**src/rtl/csr_access_unit.sv**
```systemverilog
// csr_access_unit: EXU-to-CSR-file initiator; sequences read, single-cycle commit and WBU response for one CSR-class instruction.
// Ports: clk/rst (sync, active-high); in_* request with valid/ready; csr_raddr/csr_rdata read port;
// csr_commit strobe with csr_waddr/csr_wdata/csr_wen/csr_is_ecall/csr_is_mret/csr_pc; out_* result with valid/ready.
// Optional macro CSR_ADDR_CHECK_EN: flags CSR ops outside 0x300/0x305/0x341/0x342 as illegal.
module csr_access_unit #(
  parameter int ADDR_WIDTH = 12,
  parameter int DATA_WIDTH = 32
) (
  input  logic                  clk,
  input  logic                  rst,
  input  logic                  in_valid,
  output logic                  in_ready,
  input  logic [2:0]            in_funct3,
  input  logic [ADDR_WIDTH-1:0] in_csr_addr,
  input  logic [4:0]            in_rs1_idx,
  input  logic [DATA_WIDTH-1:0] in_rs1_val,
  input  logic [DATA_WIDTH-1:0] in_pc,
  input  logic                  in_is_ecall,
  input  logic                  in_is_mret,
  output logic [ADDR_WIDTH-1:0] csr_raddr,
  input  logic [DATA_WIDTH-1:0] csr_rdata,
  output logic                  csr_commit,
  output logic [ADDR_WIDTH-1:0] csr_waddr,
  output logic [DATA_WIDTH-1:0] csr_wdata,
  output logic                  csr_wen,
  output logic                  csr_is_ecall,
  output logic                  csr_is_mret,
  output logic [DATA_WIDTH-1:0] csr_pc,
  output logic                  out_valid,
  input  logic                  out_ready,
  output logic [DATA_WIDTH-1:0] out_rd_data,
  output logic                  out_rd_wen,
  output logic                  out_redirect,
  output logic [DATA_WIDTH-1:0] out_redirect_pc,
  output logic                  out_illegal
);
  typedef enum logic [1:0] {IDLE, READ, COMMIT, RESP} state_t;
  state_t                state;
  logic [2:0]            funct3_q;
  logic [ADDR_WIDTH-1:0] addr_q;
  logic [4:0]            idx_q;
  logic [DATA_WIDTH-1:0] val_q, pc_q, old_q, src, wdata;
  logic                  ecall_q, mret_q, csr_op, illegal, wen_c;
  always_ff @(posedge clk) begin
    if (rst) begin
      state    <= IDLE;
      funct3_q <= '0;
      addr_q   <= '0;
      idx_q    <= '0;
      val_q    <= '0;
      pc_q     <= '0;
      old_q    <= '0;
      ecall_q  <= 1'b0;
      mret_q   <= 1'b0;
    end else begin
      case (state)
        IDLE: if (in_valid) begin
          funct3_q <= in_funct3;
          addr_q   <= in_csr_addr;
          idx_q    <= in_rs1_idx;
          val_q    <= in_rs1_val;
          pc_q     <= in_pc;
          ecall_q  <= in_is_ecall;
          // ecall wins over mret, so mret is masked at capture
          mret_q   <= in_is_mret & ~in_is_ecall;
          state    <= READ;
        end
        READ: begin
          old_q <= csr_rdata;
          state <= COMMIT;
        end
        COMMIT: state <= RESP;
        RESP: if (out_ready) state <= IDLE;
        default: state <= IDLE;
      endcase
    end
  end
  assign src    = funct3_q[2] ? DATA_WIDTH'(idx_q) : val_q;
  assign csr_op = ~ecall_q & ~mret_q & (funct3_q[1:0] != 2'b00);
`ifdef CSR_ADDR_CHECK_EN
  assign illegal = csr_op & ~(addr_q == ADDR_WIDTH'(12'h300) || addr_q == ADDR_WIDTH'(12'h305) ||
                              addr_q == ADDR_WIDTH'(12'h341) || addr_q == ADDR_WIDTH'(12'h342));
`else
  assign illegal = 1'b0;
`endif
  // set/clear with rs1=x0 (or zimm=0) must not write, so gate on the index field
  assign wen_c = csr_op & ~illegal & (funct3_q[1:0] == 2'b01 || idx_q != 5'd0);
  always_comb begin
    wdata = funct3_q[1:0] == 2'b01 ? src :
            funct3_q[1:0] == 2'b10 ? (old_q | src) :
            funct3_q[1:0] == 2'b11 ? (old_q & ~src) : old_q;
  end
  assign in_ready        = state == IDLE;
  assign csr_raddr       = addr_q;
  // rst gates the strobe combinationally so a reset during COMMIT never commits
  assign csr_commit      = state == COMMIT && !rst;
  assign csr_waddr       = addr_q;
  assign csr_wdata       = wdata;
  assign csr_wen         = csr_commit & wen_c;
  assign csr_is_ecall    = ecall_q & (state == READ || state == COMMIT);
  assign csr_is_mret     = mret_q & (state == READ || state == COMMIT);
  assign csr_pc          = pc_q;
  assign out_valid       = state == RESP;
  assign out_rd_data     = illegal ? '0 : old_q;
  assign out_rd_wen      = csr_op & ~illegal;
  assign out_redirect    = ecall_q | mret_q;
  assign out_redirect_pc = (ecall_q | mret_q) ? old_q : '0;
  assign out_illegal     = illegal;
endmodule

```
**config.mk**
```make
export PLATFORM = sky130hd
export DESIGN_NAME = csr_access_unit
export DESIGN_NICKNAME = d
export VERILOG_FILES = /design/src/rtl/csr_access_unit.sv
export SDC_FILE = /design/constraint.sdc
export NUM_CORES = 1
export LEC_CHECK = 0
export BUFFER_PORTS_ARGS = -buffer_cell sky130_fd_sc_hd__buf_2
export CAP_MARGIN = 20
export CORE_MARGIN = 10
export CORE_UTILIZATION = 45
export CTS_BUF_LIST = sky130_fd_sc_hd__clkbuf_2 sky130_fd_sc_hd__clkbuf_4 sky130_fd_sc_hd__clkbuf_8
export DETAILED_ROUTE_END_ITERATION = 8
export GPL_ROUTABILITY_DRIVEN = 0
export PLACE_DENSITY_LB_ADDON = 0.1
export RECOVER_POWER = 25
export SLEW_MARGIN = 20
export SYNTH_ARGS = -nofsm -noshare
export SYNTH_HDL_FRONTEND = slang
export SYNTH_SLANG_ARGS = --single-unit
```
**constraint.sdc**
```tcl
create_clock -name clk -period 2.2 [get_ports clk]
set_input_delay 0.22 -clock clk [delete_from_list [all_inputs] [get_ports clk]]
set_output_delay 0.22 -clock clk [all_outputs]
set_load 0.03 [all_outputs]
```
-- Word level (Yosys, flattened, before mapping)
Index checks and enable logic that the tools add are counted.
- register bits: 120
- latch bits: 0
- output and inout port bits: 161
- memories: 0
- memory bits (read-only): 0
- memory bits (writable): 0
- logic and storage cells: 48
- divide/modulo/power cells: 0
- add/subtract/negate cells: 0
- equal/unequal tests: 8
- bitwise gates (word level): 14
- shift operators: 0
- reductions and logical operators: 9
- order comparisons: 0
- multipliers: 0
- mux-type cells: 8
- operators with widths (cell ; number):
    2-to-1 mux 32 bit ; 5
    AND 32 bit ; 1
    NOT 32 bit ; 1
    OR 32 bit ; 1
    == test 2 bit, second input constant ; 4
    case mux 2 bit (4 select lines) ; 1
    AND 1 bit ; 7
    nonzero test 5 bit ; 1
    == test 2 x 1 -> 1 bit, second input constant ; 2
    2-to-1 mux 2 bit ; 2
    AND reduction 2 bit ; 2
    NOT 1 bit ; 3
    zero test 2 bit ; 1
    logical OR 1 bit ; 2
    inequality test 2 x 1 -> 1 bit, second input constant ; 1
    inequality test 2 bit, second input constant ; 1
    nonzero test 2 bit ; 1
    logical AND 1 bit ; 1
    zero test 1 bit ; 1
    OR 1 bit ; 1

-- Longest topological paths before layout
- depth in word-level cells: 6
- gate-level depth with buffers: 8
- depth with buffers taken out: 5

-- Worst setup path before layout
No wires, ideal clock.
- path kind: reg-to-output
- start: register funct3_q[2]
- end: output csr_wdata[3]
- setup slack: 267 ps
- required time: 1980 ps
- cell stages (with the launch flop): 5
- arrival: 1713 ps
- path buffers: 2
- path through: dfxtp_1 -> buf_6 -> buf_2 -> mux2_4 -> a211oi_1
- longest elaborated chain between the ends: 6
- elaborated cells on any way between the ends: 7
- those cells by class: mux: 4; bitwise: 3
- ends and longest elaborated chain (item ; line ; text):
    from (decl) ; 39 ; logic [2:0] funct3_q;
    from (signal assigned) ; 58 ; funct3_q <= in_funct3;
    2-to-1 mux 32 bit (*) ; 78 ; assign src = funct3_q[2] ? DATA_WIDTH'(idx_q) : val_q;
    NOT 32 bit ; 91 ; funct3_q[1:0] == 2'b11 ? (old_q & ~src) : old_q;
    AND 32 bit ; 91 ;
    2-to-1 mux 32 bit ; 91 ;
    2-to-1 mux 32 bit ; 90 ; funct3_q[1:0] == 2'b10 ? (old_q | src) :
    2-to-1 mux 32 bit (*) ; 89 ; wdata = funct3_q[1:0] == 2'b01 ? src :
    to (decl) ; 24 ; output logic [DATA_WIDTH-1:0] csr_wdata,
Mark *: on every way between the ends. The rest lies on a longest branch, timed or not.

-- Worst setup path after layout
- start: register funct3_q[1]
- end: output csr_wdata[2]
- longest elaborated chain between the ends: 4
- elaborated cells on any way between the ends: 6
- those cells by class: eq/ne: 3; mux: 3
- ends and longest elaborated chain (item ; line):
    == test 2 bit ; 91
    2-to-1 mux 32 bit ; 91
    2-to-1 mux 32 bit ; 90
    2-to-1 mux 32 bit (*) ; 89
Marked as above.

==> flow_summary.toml <==
[status]
status = "completed"

[pwr]
p_per_area_nw_per_um2 = 1240
ir_drop_mv = 0.583
power.leakage_nw = 3.46

[clock_tree]
cts_sinks = 120
path_clk_slew_ns = 0.07
clk_latency_ns = 0.43
numCtsBuffers = 17
cts_root_buffer = "clkbuf_8"
tritoncts = "built"
h-tree-depth = 4
clk_path_buf_depth = 2

[setup_path]
cp_max_fo = 15
cp.required_ns = 1.98
critPathLaunchType = "flop"
max_stage_delay_ns = 0.34
crit_type = "reg -> out"
rrSetupSlack_ns = 0.38
slowest_stage = "dfxtp_1"
cp_data_arrival_time_ns = 1.90
path_depth = 6
reg2reg_depth = 6
critPathMostFrequentCell = "buf_4"
cp_top_family = "buffers and inverters"
path_buf_inv = 3
crit_chain = "buf_4 > nand2b_2 > buf_12 > a21oi_1 > a211oi_1 > buf_4"
cp-end-kind = "output port"

[logic_synthesis]
synth_flop_cell = "dfxtp_1"
yosysTopAreaCell = "dfxtp_1"
synth_area_leaders = "dfxtp_1 (43%), nand2_1 (12%), a21oi_1 (11%), mux2i_1 (5.9%), a211oi_2 (4.5%)"
synth.cell_area_um2 = 5580
synth_nets = 826
yosysUniqueCellTypes = 33
synth_seq_cells = 120
synth_edf_count = 0
yosys.area.top_type_share_pct = 43.1
synthArstFlopShare_pct = 0
syn_inst = 700
synth_seq_area_share_pct = 43.1
ys_warn_count = 0
syn_area_per_cell_um2 = 7.97

[sta]
fin_hold_ws_ns = 0.0246
fmax_mhz = 473
period_share_pct = 96.2
rsz0062_at_grt = "false"
fin_crit_ns = 2.12
worstMarginPinSlew_ns = 0.601
slew_viol_final = 0
layout_setup_ws_ns = 0.0845
slew_headroom_pct = 59.8
fin_skew_ns = 0.00579
setup-tns-final_ns = 0
hold_viol = 0
setup_viol = 0

[drt]
drtIter0Drc = 316
route.detailed.drc = 0
ant_nets = 0
firstDrtPassIters = 5
viasPerCell = 4.96
routedWlPerCell_um = 17.1
vias = 5813
routed_wl_um = 20000

[cells_and_area]
fin_nets = 1116
area_growth_pct = 40.4
stdcell_count = 1171
fillers = 1068
fin_area_um2 = 7840
layout-drive-gt1-share_pct = 29.4
antennaDiodeCount = 0

[placement]
placed_cell_area_um2 = 6970
io_buffers = 281
placedCellCount = 1095
post-place-ws_ns = 0.274
dpl.hpwl_um = 14200

[floorplanning]
rows = 40
dieArea_um2 = 17300
die_h_um = 131
start_util_pct = 46.3
die_x_um = 131
core_um2 = 12100
io_pins = 283

[global_routing]
grt_remaining_overflow = 0
antenna_found_initial = 1
first_global_vias = 6045
grt_max_degree = 121
grt_pass1_wl_um = 31300
grtUsageTotal_pct = 22.1

[min_path]
whs_path_depth = 3
hold_class = "in -> reg"

[run]
cap_violations = 0
## path summary, 6_finish.rpt
path,startpoint,endpoint
setup / recovery,funct3_q[1]$_SDFFE_PP0P_,csr_wdata[2]
hold / removal,in_pc[5],csr_pc[5]$_SDFFE_PP0P_
setup reg to reg,state[1]$_SDFFE_PP0P_,csr_pc[29]$_SDFFE_PP0P_
hold reg to reg,csr_pc[2]$_SDFFE_PP0P_,csr_pc[2]$_SDFFE_PP0P_
## synth_stat cells, types with 2 or more instances
master and number:
buf_4 20, buf_12 2, dfxtp_1 120, nand2b_1 3
xnor2_1 2, buf_2 17, clkbuf_1 22, a21oi_1 120
a211oi_2 20, buf_1 3, a211oi_1 11, nor2b_1 27
buf_6 2, ha_1 4, nand3_1 2, nor2_1 66
mux2i_1 33, mux2_2 3, nand2_1 172, and2_1 35
inv_1 4
## cell type report
cell class,instances,area [µm²],area share (%)
clock inverters,12,198,2.52
clock buffers,20,269,3.43
flip-flops and latches,120,2410,30.7
multi-input cells,511,2810,35.8
repair inverters,1,7.51,0.0958
repair buffers,335,1920,24.5
inverters,4,18.8,0.240
well taps,168,210,2.68
## placed cells by master (no fill, tap or decap), drive strengths merged, types with 2 or more instances in the layout
cell type	netlist	final
ha	4	4
clkinvlp	0	4
a211oi	31	31
and2	36	36
dlygate4sd3	0	39
mux2i	33	33
nor2b	28	29
clkbuf	22	90
nand2b	3	3
buf	44	226
xnor2	2	2
clkinv	0	5
inv	4	3
mux2	4	4
nand2	172	172
nor2	66	66
bufinv	0	5
nand3	2	2
dfxtp	120	120
a21oi	120	120
## metal layers
layer	up-vias	share of wire, %	global-route usage, %
met5	-	0.070	0
met4	2	1.9	8.78
met3	30	8.5	9.15
met2	206	50	38.6
met1	2707	39	23.0
li1	2868	-	-
## cell families after synthesis
family | synth area share, %
compound gates | 17.1
xor+xnor | 0.314
fa+ha+maj | 0.897
buf+inv | 7.29
flops | 43.1
mux | 6.80
other cells | 0.0672
simple gates | 24.5
## registers in the layout (all words and copies together), names as in the netlist
signal and cells:
idx_q 5, out_rd_data 32, csr_raddr 12, csr_pc 32, ecall_q 1, val_q 32
mret_q 1, state 2, funct3_q 3
## power by group
group | leakage (nW) | internal, mW | total, mW | switching [mW]
clock | 0.232 | 1.42 | 2.29 | 0.868
combinational | 2.24 | 1.39 | 4.29 | 2.91
sequential | 0.984 | 2.66 | 3.10 | 0.444
total | 3.46 | 5.47 | 9.69 | 4.22
## tightest hold or removal path: stages
cell and delay, ns:
buf_2 0.09, nand2_1 0.05, a21oi_1 0.05
## stage by stage
step                      total power [mW]  utilization, %
after detailed placement              7.38            57.8
final                                 9.69            65.0
after global routing                  10.3            65.0
after global placement                7.28            57.8
after CTS                             9.76            65.1
after floorplan                       6.17               -
## repair_timing
item	CTS	global route
endpoints found under the setup margin	28	40
endpoints found under the hold margin	39	0
gates resized for setup	4	10
hold buffers	39	0
cloned	1	2
setup buffers	0	2
(Power assumes the default switching activity.)
